--- config.mk ---
export PLATFORM = sky130hd
export DESIGN_NAME = collision_ctrl
export DESIGN_NICKNAME = d
export VERILOG_FILES = /design/src/rtl/collision_ctrl.sv
export SDC_FILE = /design/constraint.sdc
export NUM_CORES = 1
export LEC_CHECK = 0
export CAP_MARGIN = 25
export CORE_ASPECT_RATIO = 1.1
export CORE_MARGIN = 8
export CORE_UTILIZATION = 30
export DETAILED_ROUTE_END_ITERATION = 10
export PLACE_DENSITY = 0.51
export SLEW_MARGIN = 20
export SYNTH_ARGS = -nofsm -noshare
export SYNTH_HDL_FRONTEND = slang
export SYNTH_SLANG_ARGS = --single-unit
--- constraint.sdc ---
create_clock -name clk -period 15.6 [get_ports clk]
set_input_delay 1.56 -clock clk [delete_from_list [all_inputs] [get_ports clk]]
set_output_delay 1.56 -clock clk [all_outputs]
set_load 0.01 [all_outputs]
--- src/rtl/collision_ctrl.sv ---
// collision_ctrl
// Takes a snapshot of the player and enemy coordinates on each frame tick.
// It then tests one enemy per cycle for bounding-box overlap with the player.
// It also tracks lives and post-hit invulnerability. Crash is raised at
// game over and freezes the enemy movers until a restart.
//
// Ports
//   clk, rst_n           clock, asynchronous active-low reset
//   tick                 one-cycle frame strobe
//   restart              one-cycle new-game request (highest priority)
//   player_x/y           player coordinates (12 bit)
//   enemy_x/y            packed enemy coordinates, enemy k at [12k+11:12k]
//   enemy_valid          bit k set: enemy k is collidable
//   crash                game over, held until restart
//   hit_pulse            one-cycle strobe per registered hit
//   hit_idx              index of the last enemy hit
//   lives                remaining lives
//   invul                high while invulnerable
//   dbg_state            current FSM state, for observation only
//
// Handshake: tick and restart are single-cycle strobes with no back-pressure.
// A tick is consumed only in IDLE (starts a scan) or INVUL (counts down).
// It is dropped in any other state or when restart is high.
module collision_ctrl #(
    parameter int N_ENEMY      = 4,
    parameter int HIT_W        = 32,
    parameter int HIT_H        = 32,
    parameter int LIVES        = 3,
    parameter int INVUL_FRAMES = 60
) (
    input  logic                   clk,
    input  logic                   rst_n,
    input  logic                   tick,
    input  logic                   restart,
    input  logic [11:0]            player_x,
    input  logic [11:0]            player_y,
    input  logic [12*N_ENEMY-1:0]  enemy_x,
    input  logic [12*N_ENEMY-1:0]  enemy_y,
    input  logic [N_ENEMY-1:0]     enemy_valid,
    output logic                   crash,
    output logic                   hit_pulse,
    output logic [2:0]             hit_idx,
    output logic [2:0]             lives,
    output logic                   invul,
    output logic [1:0]             dbg_state
);

    typedef enum logic [1:0] {ST_IDLE, ST_SCAN, ST_INVUL, ST_OVER} state_t;

    localparam int          CW       = $clog2(INVUL_FRAMES + 1);
    localparam logic [12:0] HIT_W_L  = 13'(HIT_W);
    localparam logic [12:0] HIT_H_L  = 13'(HIT_H);
    localparam logic [2:0]  LIVES_L  = 3'(LIVES);
    localparam logic [2:0]  LAST_IDX = 3'(N_ENEMY - 1);
    localparam logic [CW-1:0] INV_L  = CW'(INVUL_FRAMES);
    localparam logic [CW-1:0] INV_ONE = CW'(1);

    state_t                 state_q, state_d;
    logic [2:0]             idx_q, idx_d;
    logic [CW-1:0]          inv_cnt_q, inv_cnt_d;
    logic [11:0]            snap_px_q, snap_px_d;
    logic [11:0]            snap_py_q, snap_py_d;
    logic [12*N_ENEMY-1:0]  snap_ex_q, snap_ex_d;
    logic [12*N_ENEMY-1:0]  snap_ey_q, snap_ey_d;
    logic [N_ENEMY-1:0]     snap_v_q, snap_v_d;
    logic                   crash_q, crash_d;
    logic                   hit_pulse_q, hit_pulse_d;
    logic [2:0]             hit_idx_q, hit_idx_d;
    logic [2:0]             lives_q, lives_d;
    logic                   invul_q, invul_d;

    logic [11:0]            cur_x, cur_y, dx, dy;
    logic                   cur_v, hit;

    function automatic logic [11:0] abs_diff(input logic [11:0] a, input logic [11:0] b);
        return (a >= b) ? (a - b) : (b - a);
    endfunction

    // Select the enemy under test from the snapshot.
    always_comb begin
        cur_x = '0;
        cur_y = '0;
        cur_v = 1'b0;
        for (int k = 0; k < N_ENEMY; k++) begin
            if (idx_q == k[2:0]) begin
                cur_x = snap_ex_q[12*k +: 12];
                cur_y = snap_ey_q[12*k +: 12];
                cur_v = snap_v_q[k];
            end
        end
        dx  = abs_diff(snap_px_q, cur_x);
        dy  = abs_diff(snap_py_q, cur_y);
        // lives_q != 0 keeps the decrement from ever underflowing.
        hit = cur_v && ({1'b0, dx} < HIT_W_L) && ({1'b0, dy} < HIT_H_L) && (lives_q != 3'd0);
    end

    always_comb begin
        state_d     = state_q;
        idx_d       = idx_q;
        inv_cnt_d   = inv_cnt_q;
        snap_px_d   = snap_px_q;
        snap_py_d   = snap_py_q;
        snap_ex_d   = snap_ex_q;
        snap_ey_d   = snap_ey_q;
        snap_v_d    = snap_v_q;
        crash_d     = crash_q;
        hit_pulse_d = 1'b0;
        hit_idx_d   = hit_idx_q;
        lives_d     = lives_q;
        invul_d     = invul_q;

        if (restart) begin
            state_d   = ST_IDLE;
            idx_d     = 3'd0;
            inv_cnt_d = '0;
            lives_d   = LIVES_L;
            crash_d   = 1'b0;
            invul_d   = 1'b0;
        end else begin
            unique case (state_q)
                ST_IDLE: begin
                    if (tick) begin
                        snap_px_d = player_x;
                        snap_py_d = player_y;
                        snap_ex_d = enemy_x;
                        snap_ey_d = enemy_y;
                        snap_v_d  = enemy_valid;
                        idx_d     = 3'd0;
                        state_d   = ST_SCAN;
                    end
                end
                ST_SCAN: begin
                    if (hit) begin
                        // First hit ends the scan: lowest index wins.
                        hit_pulse_d = 1'b1;
                        hit_idx_d   = idx_q;
                        lives_d     = lives_q - 3'd1;
                        if (lives_q == 3'd1) begin
                            state_d = ST_OVER;
                            crash_d = 1'b1;
                        end else begin
                            state_d   = ST_INVUL;
                            inv_cnt_d = INV_L;
                            invul_d   = 1'b1;
                        end
                    end else if (idx_q == LAST_IDX) begin
                        state_d = ST_IDLE;
                    end else begin
                        idx_d = idx_q + 3'd1;
                    end
                end
                ST_INVUL: begin
                    if (tick) begin
                        inv_cnt_d = inv_cnt_q - INV_ONE;
                        if (inv_cnt_q == INV_ONE) begin
                            state_d = ST_IDLE;
                            invul_d = 1'b0;
                        end
                    end
                end
                ST_OVER: begin
                    crash_d = 1'b1;
                end
                default: state_d = ST_IDLE;
            endcase
        end
    end

    always_ff @(posedge clk or negedge rst_n) begin
        if (!rst_n) begin
            state_q     <= ST_IDLE;
            idx_q       <= 3'd0;
            inv_cnt_q   <= '0;
            snap_px_q   <= '0;
            snap_py_q   <= '0;
            snap_ex_q   <= '0;
            snap_ey_q   <= '0;
            snap_v_q    <= '0;
            crash_q     <= 1'b0;
            hit_pulse_q <= 1'b0;
            hit_idx_q   <= 3'd0;
            lives_q     <= LIVES_L;
            invul_q     <= 1'b0;
        end else begin
            state_q     <= state_d;
            idx_q       <= idx_d;
            inv_cnt_q   <= inv_cnt_d;
            snap_px_q   <= snap_px_d;
            snap_py_q   <= snap_py_d;
            snap_ex_q   <= snap_ex_d;
            snap_ey_q   <= snap_ey_d;
            snap_v_q    <= snap_v_d;
            crash_q     <= crash_d;
            hit_pulse_q <= hit_pulse_d;
            hit_idx_q   <= hit_idx_d;
            lives_q     <= lives_d;
            invul_q     <= invul_d;
        end
    end

    assign crash     = crash_q;
    assign hit_pulse = hit_pulse_q;
    assign hit_idx   = hit_idx_q;
    assign lives     = lives_q;
    assign invul     = invul_q;
    assign dbg_state = state_q;

endmodule

# Yosys cells after proc, flatten, opt, wreduce, memory -nomap -nowiden
# Index checks and enable logic that the tools add are counted.
[word_totals]
regBits = 144
input_bits = 128
output_inout_bits = 11
elab_cells = 110
[op_classes]
add_sub_neg = 7
n_lt_le_gt_ge = 4
n_eq_ne = 17
muxes = 48
bitwise = 1
n_reduce_logical = 20
[ops]
columns = ["cell", "n"]
rows = [
  ["12-bit two-way mux", 10],
  ["12-bit subtractor", 4],
  ["12-bit greater-or-equal comparator", 2],
  ["12-bit by 6-bit < comparator with 1-bit output, second input constant", 2],
  ["6-bit two-way mux", 4],
  ["3-bit != test, second input constant", 8],
  ["3-bit two-way mux", 7],
  ["1-bit two-way mux", 16],
  ["2-bit two-way mux", 6],
  ["6-bit one-hot mux with 2 select lines", 1],
  ["3-bit nonzero test", 4],
  ["5-bit AND reduction", 2],
  ["3-bit AND reduction", 3],
  ["4-bit AND reduction", 2],
  ["3-bit by 1-bit equality test with 1-bit output, second input constant", 2],
  ["3-bit by 2-bit equality test with 1-bit output, second input constant", 2],
  ["6-bit by 1-bit equality test with 1-bit output, second input constant", 1],
  ["2-bit one-hot mux with 3 select lines", 1],
  ["3-bit one-hot mux with 2 select lines", 1],
  ["6-bit by 1-bit subtractor with 6-bit output, second input constant", 1],
  ["2-bit equality test, second input constant", 2],
  ["4-bit != test, second input constant", 1],
  ["1-bit one-hot mux with 2 select lines", 2],
  ["2-bit nonzero test", 2],
  ["other kinds (9)", 11],
]

# Longest topological paths before layout
[depth]
depth_word = 14
mapped_depth = 24
mapped_depth_nobuf = 19

# Worst setup path after synthesis
# Ideal clock, no wire load.
[synth_path]
path_kind = "register to register"
start = "reg idx_q[1]"
end = "reg inv_cnt_q[3]"
setup_ns = 0.123
arrival_time_ns = 4.954
t_required_ns = 15.477
setup_slack_ns = 10.523
stages_incl_launch_ff = 24
path_buffers = 4
period_less_slack_ns = 5.077
cell_sequence = "dfrtp_1 inv_1 ha_1 nor3b_1 clkbuf_1 a22oi_1 a211oi_1 a21oi_1 inv_1 ha_1 and2_1 buf_4 nand3_1 a311o_1 nand3_2 buf_6 mux2i_1 o21ai_0 mux2_1 or3_1 or3_1 buf_2 or2_1 o221a_1"
[synth_via]
elab_chain_len = 13
word_cells_on_any_way = 31
cone_classes = "add/sub (4); order compare (4); eq/ne (4); mux (14); reduce/logical (5)"
[synth_lines]
columns = ["element", "line", "rtl"]
rows = [
  ["start, declared", "59", "logic [2:0] idx_q, idx_d;"],
  ["start signal, assigned", "186", "idx_q <= idx_d;"],
  ["3-bit zero test", "85", "if (idx_q == k[2:0]) begin"],
  ["12-bit two-way mux (4 in series)", "85", ""],
  ["12-bit subtractor or 12-bit greater-or-equal comparator (tied branches)", "76", "return (a >= b) ? (a - b) : (b - a);"],
  ["12-bit two-way mux", "76", ""],
  ["12-bit by 6-bit < comparator with 1-bit output", "94", "hit = cur_v && ({1'b0, dx} < HIT_W_L) && ({1'b0, dy} < HIT_H_L) && (lives_q != 3'd0);"],
  ["1-bit logical AND", "94", ""],
  ["1-bit logical AND (*) (2 in series)", "94", ""],
  ["3-bit != test (no source line) (*)", "n/a", ""],
  ["4-bit AND reduction (no source line) (*)", "n/a", ""],
  ["end signal, assigned", "187", "inv_cnt_q <= inv_cnt_d;"],
  ["end, declared", "60", "logic [CW-1:0] inv_cnt_q, inv_cnt_d;"],
]
# Every way passes the cells marked *; elsewhere a longest branch is shown, timed or not.
# A chain may end at the register's enable or synchronous reset.

# Final worst setup path
# Same ends and word-level chain as after synthesis.

==> impl_metrics.yaml <==
finish:
  multi_input_comb_area_mm2: 0.004502
  layout.filler_cells: 2721
  nets: 1103
  final_common_cell: "dfrtp_1"
  final_util_pct: 38.92
  share_of_cells_above_drive_strength_1_pct: 19.53
  layout.area.seq_mm2: 0.003606
  areaGrowthSynthToFinish_pct: 27.46
  antenna_cells: 0
  commonest_non_fill_non_tap_cells_in_the_layout: "dfrtp_1, clkdlybuf4s50_1, mux2_2, inv_1, ha_1"
place:
  port-buffer-count: 138
  place.gp.congestion: 0.8288
  hpwlAfterDp_mm: 17.07
hold_path:
  min_path_type: "flip-flop to flip-flop"
  hold_path_depth: 1
  hold_path.startpoint: "snap_ex_q[31]"
  hold-path-endpoint: "snap_ex_q[31]"
clocking:
  postCtsSetupRepairBufs: 0
  cts_tree: "done"
  cts_root_buf: "clkbuf_16"
  holdBufCountCts: 0
  cts-root-to-sink-buffers: 2
  cts_buffers: 17
  clk_latency_ns: 0.43
  cts_max_level: 4
  cts.clk_slew.worst_paths_ns: 0.07
  post_cts.resized_instances: 0
  clock_sinks: 144
worst_setup_path:
  worst-r2r-cell-count: 19
  path_cells: "inv_1, ha_1, nor2b_4, a22oi_1, a211oi_1, a21oi_1, inv_1, ha_1, and2_1, nand3_1, a311o_1, nand3_2, mux2i_1, xnor2_1, nand4_1, or4b_4, or3_1, or2_1, o221a_1"
  critPathKind: "flip-flop to flip-flop"
  critical-path-slowest-cell: "nor2b_4"
  cpPeakStageDelay_ns: 0.65
  worst_ep_required_time_ns: 15.91
  end_kind: "flip-flop"
  timing.reg2reg.setup_slack_ns: 9.81
  worst-endpoint-arrival_ns: 6.10
  critical-path-top-delay-family: "simple AND/OR/NAND/NOR gates"
  regToRegStartpoint: "idx_q[1]"
  critPathMaxFanout: 24
  reg2reg_to: "inv_cnt_q[3]"
  worst-path-buf-inv: 2
  startpoint_type: "flip-flop"
timing:
  slew_viol_final: 0
  finalSetupViolations: 0
  relSlewSlack_pct: 37.57
  clock.fmax_ghz: 0.1726
  final_critical_path_share_of_the_clock_period_pct: 37.14
  grt_setup_unrepaired: "no"
  fin_crit_ns: 5.794
  timing_worst_slew_pin_value_ns: 0.9364
  post_route_setup_tns_ns: 0
  finalHoldViolCount: 0
  worst_clock_skew_ns: 0.01742
yosys:
  synth_edf_count: 0
  mappedNetlistArea_mm2: 0.008484
  synth_sequential_area_ratio_pct: 42.50
  number_of_register_bits_inferred_by_synthesis: 144
  synth.distinct_cells: 66
  syn_nets: 980
  syn-mean-instance-area_um2: 10.73
  synth-warning-count: 0
  synth_async_sr_flop_share_pct: 100.0
  cell_count_after_synthesis: 791
  ys_dominant_reg_cell: "dfrtp_1"
routing:
  starting_drt_drc_count: 403
  final_antenna_net_count: 0
  route.detailed.wl_per_inst_um: 17.77
  drc: 0
  drt-vias-per-instance: 4.923
  routed_wirelength_mm: 22.92
  dr_total_vias: 6351
  drt-pass1-iter-count: 4
die:
  fp.coreArea_mm2: 0.02779
  placement_rows: 64
  fp.dieW_um: 176.3
  initial_utilization_pct: 30.53
  floorplan.die_area_mm2: 0.03393
  die-height_um: 192.4
  boundary_pin_count: 139
pwr:
  cellPowerDensity_mw_per_mm2: 234.0
  worst_ir_drop_vdd_mv: 0.08824
  power.total_uw: 2530
  power_leakage_uw: 0.004713
grt:
  first_global_vias: 6636
  grt_pass1_wl_mm: 36.92
  global_route.usage.total_pct: 13.83
  grt_start_max_net_pins: 96
  antenna_found_initial: 0
  grt_overflow: 0
run:
  maxCapViolCount: 0
status:
  status: "finished, final reports clean"
[synthesized netlist by cell type (7+ instances only)]
cell      count  area share, %
ha_1         61            9.0
a22oi_1      24            2.1
mux2_2      128             17
a21o_1       11           0.97
clkbuf_1     33            1.5
nand2_1      23            1.0
a211oi_1     30            2.7
dfrtp_1     142             42
nand4_1       8           0.59
o21ai_0      17            1.0
nor2b_1       7           0.52
nor2_1       35            1.5
mux2i_1      11            1.3
nand2b_1      7           0.52
a21oi_1      59            3.5
xnor2_1      10            1.0
and3_1        9           0.66
inv_1        66            2.9
nand3_1      10           0.59
[report_power, final]
| group | internal [uW] | switching, uW | total, uW |
|---|---|---|---|
| registers | 534 | 106 | 640 |
| logic | 673 | 809 | 1480 |
| clock network | 226 | 182 | 408 |
[final cells by class]
cell class | count | share of cell area [%]
clock buffers | 18 | 3.969
inverters | 67 | 2.326
repair buffers | 143 | 13.13
multi-input cells | 541 | 41.63
flip-flops and latches | 144 | 33.34
clock inverters | 14 | 1.400
well taps | 363 | 4.200
[worst reg2reg max path, cell delays in order, from the launching register on]
cell	delay, ns
dfrtp_1	0.42
inv_1	0.10
ha_1	0.23
nor2b_4	0.65
a22oi_1	0.16
a211oi_1	0.34
a21oi_1	0.13
inv_1	0.14
ha_1	0.28
and2_1	0.32
nand3_1	0.12
a311o_1	0.38
nand3_2	0.24
mux2i_1	0.28
xnor2_1	0.20
nand4_1	0.14
or4b_4	0.57
or3_1	0.46
or2_1	0.31
o221a_1	0.23
[metal layers]
metal  vias to the layer above  global-route usage [%]  share of wire (%)
li1                       3097                       -                  -
met1                      3091                   18.67                 48
met2                       141                   21.74                 46
met3                        22                   3.151                4.4
met4                         0                   4.173                1.3
met5                         -                       0                  0
[worst max-delay path by stage]
stage                   from      endpoint  cells past startpoint
floorplan           idx_q[1]  inv_cnt_q[3]                     23
detailed placement  idx_q[0]  inv_cnt_q[4]                     17
finish              idx_q[1]  inv_cnt_q[3]                     19
global route        idx_q[1]  inv_cnt_q[3]                     19
CTS                 idx_q[0]  inv_cnt_q[3]                     17
global placement    idx_q[1]  inv_cnt_q[4]                     19
[stage by stage]
| stage | setup slack, ns | cells | area (um^2) | hold WS [ns] |
|---|---|---|---|---|
| after detailed placement | 9.652 | 1258 | 10220 | 0.4927 |
| after CTS | 9.639 | 1290 | 10800 | 0.5086 |
| after global routing | 9.326 | 1290 | 10810 | 0.5182 |
| after global placement | 9.385 | 1258 | 10220 | 0.4876 |
| final | 9.806 | 1290 | 10810 | 0.5062 |
| after floorplan | 10.52 | 791 | 8484 | 0.4793 |
[state kept, by name, summed over array words and instances, names as in the netlist]
signal / flops
dbg_state: 2
hit_pulse: 1
invul: 1
idx_q: 3
snap_py_q: 12
inv_cnt_q: 6
crash: 1
snap_ex_q: 48
hit_idx: 3
snap_v_q: 4
snap_px_q: 12
snap_ey_q: 48
lives: 3
[cell families (layout without fill, tap and decap cells)]
kind of cell | count (synthesis) | in the layout | share of synthesized area, %
AO/OA/AOI/OAI | 190 | 190 | 14.98
XOR/XNOR | 12 | 12 | 1.239
adder cells (fa/ha/maj) | 61 | 61 | 8.996
buffers and inverters | 106 | 242 | 4.881
flip-flops | 144 | 144 | 42.50
multiplexers | 142 | 142 | 18.68
AND/OR/NAND/NOR | 136 | 136 | 8.716
(Power assumes the default switching activity.)
